[config.mk]
export PLATFORM = sky130hd
export DESIGN_NAME = key_debounce
export DESIGN_NICKNAME = d
export VERILOG_FILES = /design/src/rtl/key_debounce.sv
export SDC_FILE = /design/constraint.sdc
export NUM_CORES = 1
export LEC_CHECK = 0
export CELL_PAD_IN_SITES_DETAIL_PLACEMENT = 1
export CELL_PAD_IN_SITES_GLOBAL_PLACEMENT = 1
export CORE_MARGIN = 1.5
export CORE_UTILIZATION = 40
export CTS_CLUSTER_SIZE = 20
export DETAILED_ROUTE_END_ITERATION = 7
export MAX_ROUTING_LAYER = met4
export PLACE_DENSITY = 0.66
export SYNTH_ARGS = -nofsm -noshare
export SYNTH_HDL_FRONTEND = slang
export SYNTH_SLANG_ARGS = --single-unit
[constraint.sdc]
create_clock -name sys_clk -period 5.4 [get_ports sys_clk]
set_input_delay 0.81 -clock sys_clk [delete_from_list [all_inputs] [get_ports sys_clk]]
set_output_delay 0.81 -clock sys_clk [all_outputs]
set_load 0.005 [all_outputs]
[src/rtl/key_debounce.sv]
// Push-button conditioner: two-flop synchronizer, debounce FSM, and
// single-cycle press / release / long-press pulses plus a debounced level.
module key_debounce #(
  parameter int unsigned CNT_MAX  = 999_999,
  parameter int unsigned LONG_MAX = 49_999_999
) (
  input  logic sys_clk,
  input  logic sys_rst_n,
  input  logic key_in,
  output logic key_flag,
  output logic key_release,
  output logic key_long,
  output logic key_level
);

  localparam int unsigned CW = (CNT_MAX > 1) ? $clog2(CNT_MAX) : 1;
  localparam int unsigned HW = (LONG_MAX > 0) ? $clog2(LONG_MAX + 1) : 1;
  localparam logic [CW-1:0] CNT_LAST = CW'(CNT_MAX - 1);
  localparam logic [HW-1:0] HOLD_MAX = HW'(LONG_MAX);

  typedef enum logic [1:0] {
    IDLE    = 2'd0,
    FILT_DN = 2'd1,
    DOWN    = 2'd2,
    FILT_UP = 2'd3
  } state_t;

  logic          r_sync1;
  logic          r_sync2;
  logic          w_key_sync;
  state_t        r_state;
  state_t        w_state_nxt;
  logic [CW-1:0] r_cnt;
  logic [CW-1:0] w_cnt_nxt;
  logic [HW-1:0] r_hold;
  logic [HW-1:0] w_hold_nxt;
  logic [HW-1:0] w_hold_inc;
  logic          w_flag_nxt;
  logic          w_rel_nxt;
  logic          w_long_nxt;
  logic          w_level_nxt;

  // Synchronizer idles at 1 so a reset never looks like a press.
  always_ff @(posedge sys_clk or negedge sys_rst_n) begin
    if (!sys_rst_n) begin
      r_sync1 <= 1'b1;
      r_sync2 <= 1'b1;
    end else begin
      r_sync1 <= key_in;
      r_sync2 <= r_sync1;
    end
  end

  assign w_key_sync = r_sync2;
  assign w_hold_inc = r_hold + HW'(1);

  always_ff @(posedge sys_clk or negedge sys_rst_n) begin
    if (!sys_rst_n) begin
      r_state     <= IDLE;
      r_cnt       <= '0;
      r_hold      <= '0;
      key_flag    <= 1'b0;
      key_release <= 1'b0;
      key_long    <= 1'b0;
      key_level   <= 1'b0;
    end else begin
      r_state     <= w_state_nxt;
      r_cnt       <= w_cnt_nxt;
      r_hold      <= w_hold_nxt;
      key_flag    <= w_flag_nxt;
      key_release <= w_rel_nxt;
      key_long    <= w_long_nxt;
      key_level   <= w_level_nxt;
    end
  end

  always_comb begin
    w_state_nxt = r_state;
    w_cnt_nxt   = r_cnt;
    w_hold_nxt  = r_hold;
    w_flag_nxt  = 1'b0;
    w_rel_nxt   = 1'b0;
    w_long_nxt  = 1'b0;
    case (r_state)
      IDLE: begin
        if (!w_key_sync) begin
          w_state_nxt = FILT_DN;
          w_cnt_nxt   = '0;
        end
      end
      FILT_DN: begin
        if (w_key_sync) begin
          w_state_nxt = IDLE;
          w_cnt_nxt   = '0;
        end else if (r_cnt == CNT_LAST) begin
          w_state_nxt = DOWN;
          w_cnt_nxt   = '0;
          w_hold_nxt  = '0;
          w_flag_nxt  = 1'b1;
        end else begin
          w_cnt_nxt = r_cnt + CW'(1);
        end
      end
      DOWN: begin
        if (w_key_sync) begin
          w_state_nxt = FILT_UP;
          w_cnt_nxt   = '0;
        end
      end
      FILT_UP: begin
        if (!w_key_sync) begin
          w_state_nxt = DOWN;
          w_cnt_nxt   = '0;
        end else if (r_cnt == CNT_LAST) begin
          w_state_nxt = IDLE;
          w_cnt_nxt   = '0;
          w_rel_nxt   = 1'b1;
        end else begin
          w_cnt_nxt = r_cnt + CW'(1);
        end
      end
      default: begin
        w_state_nxt = IDLE;
        w_cnt_nxt   = '0;
      end
    endcase
    // Hold counter saturates; a release confirmed on the same edge wins over long-press.
    if ((r_state == DOWN || r_state == FILT_UP) && r_hold != HOLD_MAX) begin
      w_hold_nxt = w_hold_inc;
      w_long_nxt = (w_hold_inc == HOLD_MAX) && !w_rel_nxt;
    end
    w_level_nxt = (w_state_nxt == DOWN) || (w_state_nxt == FILT_UP);
  end

endmodule

== Word-level counts from Yosys, hierarchy flattened ==
Index checks and enable logic that the tools add are counted.
Word-level totals
  input port bits: 3
  output and inout bits: 4
  register bits after elaboration: 54
Cells by class
  add/sub/neg operators: 2
  muxes and demuxes: 23
  equal/unequal tests: 11
  reduce and logical (&&, ||, !) cells: 10
Operators with widths (count)
  2-to-1 mux 26 bit: 4
  2-to-1 mux 20 bit: 5
  case mux 20 bit (4 select lines): 1
  adder 26 x 1 -> 26 bit, second input constant: 1
  == test 26 bit, second input constant: 1
  inequality test 26 bit, second input constant: 1
  adder 20 x 1 -> 20 bit, second input constant: 1
  == test 20 bit, second input constant: 1
  2-to-1 mux 2 bit: 6
  == test 2 bit, second input constant: 4
  case mux 2 bit (4 select lines): 1
  2-to-1 mux 1 bit: 6
  inequality test 2 bit, second input constant: 2
  nonzero test 2 bit: 2
  AND reduction 3 bit: 1
  == test 2 x 1 -> 1 bit, second input constant: 1
  logical AND 1 bit: 2
  logical NOT 2 bit: 1
  logical OR 1 bit: 2
  inequality test 2 x 1 -> 1 bit, second input constant: 1
  AND reduction 2 bit: 1
  logical NOT 1 bit: 1

== Logic depth before layout (Yosys ltp) ==
Gate-level depths: netlist (run 1).
  depth after elaboration: 7
  mapped depth: 9
  gate-level depth less buffers: 8

== Least setup slack after synthesis (run 1) ==
OpenSTA, ideal clock, no wires.
  path type: reg-to-reg
  start point: register r_hold[0]
  end point: register key_long
  arrival time: 2094 ps
  path slack: 3225 ps
  buffers on the path: 0
  clock period less this slack: 2175 ps
  stages on the path, launching flop included: 8
  data required time: 5320 ps
  path through: dfrtp_1 -> ha_1 -> nand3_1 -> nor4_2 -> xnor2_1 -> nand2b_1 -> or4_1 -> nor3_2
Between the ends
  longest elaborated chain between the ends: 4
  elaborated cells on any way between the ends: 6
  those cells by class: 1 x add/sub; 2 x eq/ne; 1 x mux; 2 x reduce/logical
RTL lines
  from (decl): line 35  | logic [HW-1:0] r_hold;
  from (signal assigned): line 69  | r_hold <= w_hold_nxt;
  adder 26 x 1 -> 26 bit: line 55  | assign w_hold_inc = r_hold + HW'(1);
  == test 26 bit: line 130  | w_long_nxt = (w_hold_inc == HOLD_MAX) && !w_rel_nxt;
  logical AND 1 bit: line 130
  2-to-1 mux 1 bit *: line 128  | if ((r_state == DOWN || r_state == FILT_UP) && r_hold != HOLD_MAX) begin
  named net w_long_nxt: line 40  | logic w_long_nxt;
  to (signal assigned): line 72  | key_long <= w_long_nxt;
  to (decl): line 12  | output logic key_long,
The timed path passes the listed nets; every way through them passes the cells marked *.
A chain may end at the register's enable or synchronous reset.

== Worst setup path after layout (run 1) ==
  start point: register r_hold[1]
  end point: register r_hold[2]
Between the ends
  longest elaborated chain between the ends: 4
  elaborated cells on any way between the ends: 8
  those cells by class: 1 x add/sub; 2 x eq/ne; 1 x mux; 4 x reduce/logical
RTL lines
  parallel branches: the longest is 4 deep, another holds adder 26 x 1 -> 26 bit
Parallel ways; which one is timed is not known.

==> results of run 1 <==
[per-layer routing]
metal,routed length [um],vias up,track usage (%)
met5,0,-,-
met2,4422,28,38.35
met4,110,0,4.798
met1,3947,1462,27.38
li1,-,1392,-
met3,172,9,2.846
[Yosys cell counts (all sizes together), types with 2 or more instances]
master | number | share of area, %
o31ai | 16 | 3.7
o41ai | 4 | 1.1
nand2b | 6 | 1.2
or4 | 2 | 0.46
a22o | 2 | 0.54
nor4 | 6 | 1.5
clkbuf | 14 | 1.6
a21o | 3 | 0.69
nor3 | 8 | 1.7
and4 | 8 | 2.1
and3 | 17 | 3.3
inv | 6 | 0.69
o2111ai | 2 | 0.54
a21oi | 15 | 2.3
xor2 | 4 | 1.1
mux2 | 2 | 0.69
nor2b | 5 | 0.96
o21ai | 59 | 9.1
and2 | 2 | 0.38
dfstp | 2 | 1.6
nand4b | 2 | 0.54
dfrtp | 52 | 40
nand3b | 3 | 0.69
nand2 | 46 | 5.3
ha | 4 | 1.5
or3 | 3 | 0.73
xnor2 | 5 | 1.3
nor2 | 22 | 2.5
buf | 10 | 1.8
nand4 | 14 | 3.1
a31oi | 7 | 1.3
nand3 | 20 | 3.1
[power groups by stage]
stage	Sequential (mW)	Combinational, mW	Clock, mW
2_1_floorplan	0.417	0.0122	0
3_3_place_gp	0.418	0.0254	0
3_5_place_dp	0.418	0.0262	0
4_1_cts	0.410	0.0262	0.238
5_1_grt	0.410	0.0293	0.251
6_report	0.410	0.0249	0.225
[area by class of cell]
cell class	instances	area [um^2]
multi-input combinational	298	1783
clock inverter	1	7.507
tap	102	127.6
timing repair buffer	8	70.07
inverter	7	26.28
sequential	54	1354
fill	949	4363
clock buffer	7	76.32
[cell usage in the layout (no fill, tap or decap), types with 3 or more instances in the layout]
cell	instances
xor2_1	4
dfrtp_1	52
a21oi_1	15
o31ai_1	15
and3_1	17
clkbuf_8	5
a31oi_1	7
nor2_1	22
nor3_1	5
ha_1	4
nand3b_1	3
and4_1	8
nor2b_1	5
inv_1	6
o21ai_0	36
o21ai_1	23
nor3_2	3
o41ai_1	4
nand2b_1	6
nand3_1	20
nand2_1	46
nor4_1	4
clkdlybuf4s50_1	5
nand4_1	13
xnor2_1	5
a21o_1	3
[cell families after synthesis]
group	Yosys count	synth area share, %
AO/OA/AOI/OAI	114	20.68
XOR/XNOR	9	2.417
adder cells (fa/ha/maj)	4	1.535
buffers and inverters	31	4.221
flip-flops	54	41.52
multiplexers	2	0.6907
AND/OR/NAND/NOR	169	28.93
[sequential cells by signal, indices dropped and copies added, names as in the netlist]
name and count:
r_cnt 20, key_release 1, r_hold 26, r_sync2 1, r_sync1 1, r_state 2
key_long 1, key_level 1, key_flag 1
[worst reg2reg max path: stages (launching register included)]
cell and delay (ns):
dfrtp_1 0.44, ha_1 0.31, and3_1 0.26, nand4_1 0.17, o31ai_4 0.84, o31a_1 0.93
o21ai_0 0.25, o21ai_0 0.13
[path summary, 6_finish.rpt]
kind                         endpoint  slack (ns)      start
max in group asynchronous    r_cnt[4]        4.30  sys_rst_n
max reg2reg                 r_hold[2]        1.98  r_hold[1]
max                         r_hold[2]        1.98  r_hold[1]
min                           r_sync2        0.36    r_sync1
min in group asynchronous  r_hold[12]        0.62  sys_rst_n
min reg2reg                   r_sync2        0.36    r_sync1
[stage by stage]
stage	area, um^2	std cells	power, mW	util, %	hold slack [ns]
6_report	3445	477	0.6602	44.12	0.3604
5_1_grt	3445	477	0.6907	44.12	0.3695
4_1_cts	3445	477	0.6746	44.12	0.3617
3_5_place_dp	3361	469	0.4439	43.04	0.3476
3_3_place_gp	3361	469	0.4430	43.04	0.3461
2_1_floorplan	3261	383	0.4292	-	0.3452
==> reports/qor.yml, run 1 <==
run_status:
  outcome: "completed"
sta:
  setup_viol: 0
  skew_ns: 0.01368
  layout_setup_ws_ns: 1.984
  worst_slew_pin_slew_ns: 1.102
  rsz0062_at_grt: "false"
  slew_headroom_pct: 26.51
  fin_setup_tns_ns: 0
  hold_violations: 0
  period_share_pct: 63.26
  max_freq_mhz: 292.7
  drv_slew: 0
  finalCriticalPeriod_ns: 3.416
power:
  comb_power_share_pct: 3.8
  p_seq_share_pct: 62.1
  swShare_pct: 23.43
  vdd_drop_max_v: 0.00009831
  power.share.clock_pct: 34.1
  power_density_nw_per_um2: 191.7
  p_int_mw: 0.5055
  p_leak_nw: 1.403
  p_switching_mw: 0.1547
worst_hold_path:
  hp-class: "flip-flop to flip-flop"
  whs_path_depth: 0
route:
  antenna_left: 0
  drc: 0
  drt_pass1_iterations: 4
  via_count: 2891
  via_per_inst: 6.061
  wl_per_cell_um: 18.14
  routed_wl_mm: 8.651
  drtIter0Drc: 113
clock_tree:
  clock_latency_ns: 0.31
  cts_num_sinks: 54
  htree_levels: 2
  cts_tree: "done"
  clk_path_buf_depth: 2
  clock_tree.root_cell: "clkbuf_8"
  hold_buffers: 0
  numCtsBuffers: 5
  clk_pin_slew_worst_paths_ns: 0.10
  postCtsSetupBuffers: 0
  cts-resized-gates: 0
flow_run:
  drv_cap: 0
worst_setup_path:
  r2r_cells: 7
  crit_buf_inv: 0
  crit_path_max_fanout: 26
  end_kind: "flip-flop"
  crit_type: "flip-flop to flip-flop"
  cp_slowest_cell: "o31a_1"
  crit_arrival_ns: 3.64
  cp_cell_sequence: "ha_1 -> and3_1 -> nand4_1 -> o31ai_4 -> o31a_1 -> o21ai_0 -> o21ai_0"
  path_common_cell: "o21ai_0"
  start_kind: "flip-flop"
  worst_ep_required_time_ns: 5.63
  slowest_delay_ns: 0.92
  path_delay_family: "compound AO/OA/AOI/OAI gates"
  cp.depth: 7
floorplanning:
  num_rows: 32
  die_h_um: 93.29
  coreArea_um2: 7807
  dieWidth_um: 93.29
  dieArea_um2: 8702
  start_util_pct: 41.76
  ioPinCount: 7
placement:
  io_buffers: 6
  gp_congestion: 0.7676
  post-place-ws_ns: 2.015
  dp_hpwl_mm: 6.050
grt:
  antenna_found_initial: 0
  overflow: 0
  grtUsageTotal_pct: 22.07
  grt_max_degree: 55
  grt_pass1_wl_mm: 14.99
  grt_pass1_vias: 2962
finish:
  nets: 381
  area_growth_pct: 5.641
  antenna_cells: 0
  layout-drive-gt1-share_pct: 5.867
synth:
  synthFlopType: "dfrtp_1"
  ys_ff_latch: 54
  syn-num-nets: 390
  async_flop_share_pct: 100.0
  synth_edf_count: 0
  synth_area_um2: 3261
  ys_types: 51
  yosys_warnings: 0
  avgSynthCellArea_um2: 8.513
  yosysSeqAreaShare_pct: 41.52
  synth_cells: 383
Power figures use the tool's default switching activity.
==> run 2: changes to the inputs <==
clock period = 3.25 ns   (was 5.4 ns; I/O delays follow)
==> run 2 against run 1 <==
  * Worst hold slack got worse by 0.24 ns
  * Non-clock buffer count rose by 2
  * First-iteration DRC count fell by 23%
  * Utilization rose by 0.27 points
  * Flip-flop and latch count did not move
  * Routed wire length rose by 3.6%
  * Die area did not move
  * Clock power rose by 82%
==> reports/qor.yml, run 2 (synthesized netlist as in run 1, its figures left out) <==
run_status:
  outcome: "completed"
grt:
  antenna_found_initial: 0
  grt_max_degree: 36
  grt_pass1_vias: 3043
  grtUsageTotal_pct: 22.91
  grt_pass1_wl_mm: 15.37
  overflow: 0
finish:
  final_core_util_pct: 44.39
  final_cells: 479
  layout_common_cells: "52 x dfrtp_1, 46 x nand2_1, 36 x o21ai_0, 23 x o21ai_1, 22 x nor2_1"
  area_growth_pct: 6.293
  antenna_cells: 0
  largest_reg_flops: 26
  largestRegisters: "r_hold: 26 flops, r_cnt: 20 flops, r_state: 2 flops"
  regMostFlops: "r_hold"
  register_area_um2: 1354
  layout-drive-gt1-share_pct: 6.631
  stdcell_area_um2: 3466
  final_common_cell: "dfrtp_1"
  nets: 383
  num-fill-cells: 944
  multi_input_area_um2: 1783
power:
  p_leak_nw: 1.419
  power_density_nw_per_um2: 326.8
  vdd_drop_max_v: 0.0001634
sta:
  hold_violations: 0
  slew_headroom_pct: 30.16
  timing.hold.ws_ns: 0.1226
  setup_viol: 0
  worst_slew_pin_slew_ns: 1.048
  finalCriticalPeriod_ns: 2.590
  fin_setup_tns_ns: 0
  skew_ns: 0.01048
  rsz0062_at_grt: "false"
  max_freq_mhz: 386.2
  period_share_pct: 79.68
  drv_slew: 0
clock_tree:
  clk_path_buf_depth: 2
  numCtsBuffers: 5
  clk_pin_slew_worst_paths_ns: 0.11
  cts-resized-gates: 0
  postCtsSetupBuffers: 0
  clock_latency_ns: 0.32
  hold_buffers: 0
  htree_levels: 2
  cts_num_sinks: 54
  cts_tree: "done"
  clock_tree.root_cell: "clkbuf_8"
route:
  drt_pass1_iterations: 4
  drtIter0Drc: 87
  routed_wl_mm: 8.965
  via_per_inst: 6.084
  drc: 0
  antenna_left: 0
  via_count: 2914
  wl_per_cell_um: 18.72
floorplanning:
  num_rows: 32
  die_h_um: 93.29
  start_util_pct: 41.76
  dieWidth_um: 93.29
  ioPinCount: 7
  dieArea_um2: 8702
  coreArea_um2: 7807
worst_setup_path:
  worst_ep_required_time_ns: 3.49
  crit_type: "flip-flop to flip-flop"
  end_kind: "flip-flop"
  start_kind: "flip-flop"
  crit_path_max_fanout: 7
  crit_arrival_ns: 2.83
placement:
  postPlaceCellArea_um2: 3376
  gp_congestion: 0.8168
  io_buffers: 6
  dpl.cell_count: 471
  dp_hpwl_mm: 6.361
worst_hold_path:
  hp-class: "input pin to async pin"
flow_run:
  drv_cap: 0
run 2: changes by cell type in the layout (fill, tap and decap cells not counted), sizes merged:
cell / change
buf: +2
clkbuf: -1
clkinv: +1
clkinvlp: -1
inv: +1
run 2: cell type report:
class | instances | area share, %
Multi-Input combinational cell | 298 | 51.44
Tap cell | 102 | 3.682
Clock inverter | 2 | 0.5054
Inverter | 7 | 0.7581
Clock buffer | 6 | 2.094
Sequential cell | 54 | 39.06
Timing Repair Buffer | 10 | 2.455
run 2: path summary, 6_finish.rpt:
path	startpoint	end	slack, ns	depth (start not counted)
worst max-delay path	r_hold[0]	key_long	0.66	7
min in group sys_clk	r_sync1	r_sync2	0.36	0
worst min register to register	r_sync1	r_sync2	0.36	0
worst min-delay path	sys_rst_n	r_hold[15]	0.12	1
max in group asynchronous	sys_rst_n	r_sync1	2.26	2
worst max register to register	r_hold[0]	key_long	0.66	7
run 2: metal layers:
metal  up-vias  routed length (um)  track usage, %
met5         -                   0               -
met4         0                 155           7.071
met3        16                 167           3.659
met2        43                4604           39.55
met1      1454                4037           27.35
li1       1401                   -               -
run 2: critical path: stages, from the launching register on:
cell      delay, ns
dfrtp_1        0.45
ha_1           0.30
nand3_1        0.25
nor4_2         0.55
xnor2_1        0.19
nand2b_1       0.07
or4_1          0.52
nor3_2         0.17
run 2: through the flow:
step | power [mW] | setup WS, ns
6_report | 1.133 | 0.6604
3_3_place_gp | 0.7369 | 0.7347
2_1_floorplan | 0.7131 | 1.075
3_5_place_dp | 0.7382 | 0.6982
4_1_cts | 1.149 | 0.6670
5_1_grt | 1.185 | 0.3957
run 2: power by group:
part           switching (mW)  internal (mW)  leakage [nW]
combinational          0.0317         0.0102         0.629
sequential            0.00488          0.677         0.744
clock                   0.252          0.157        0.0458
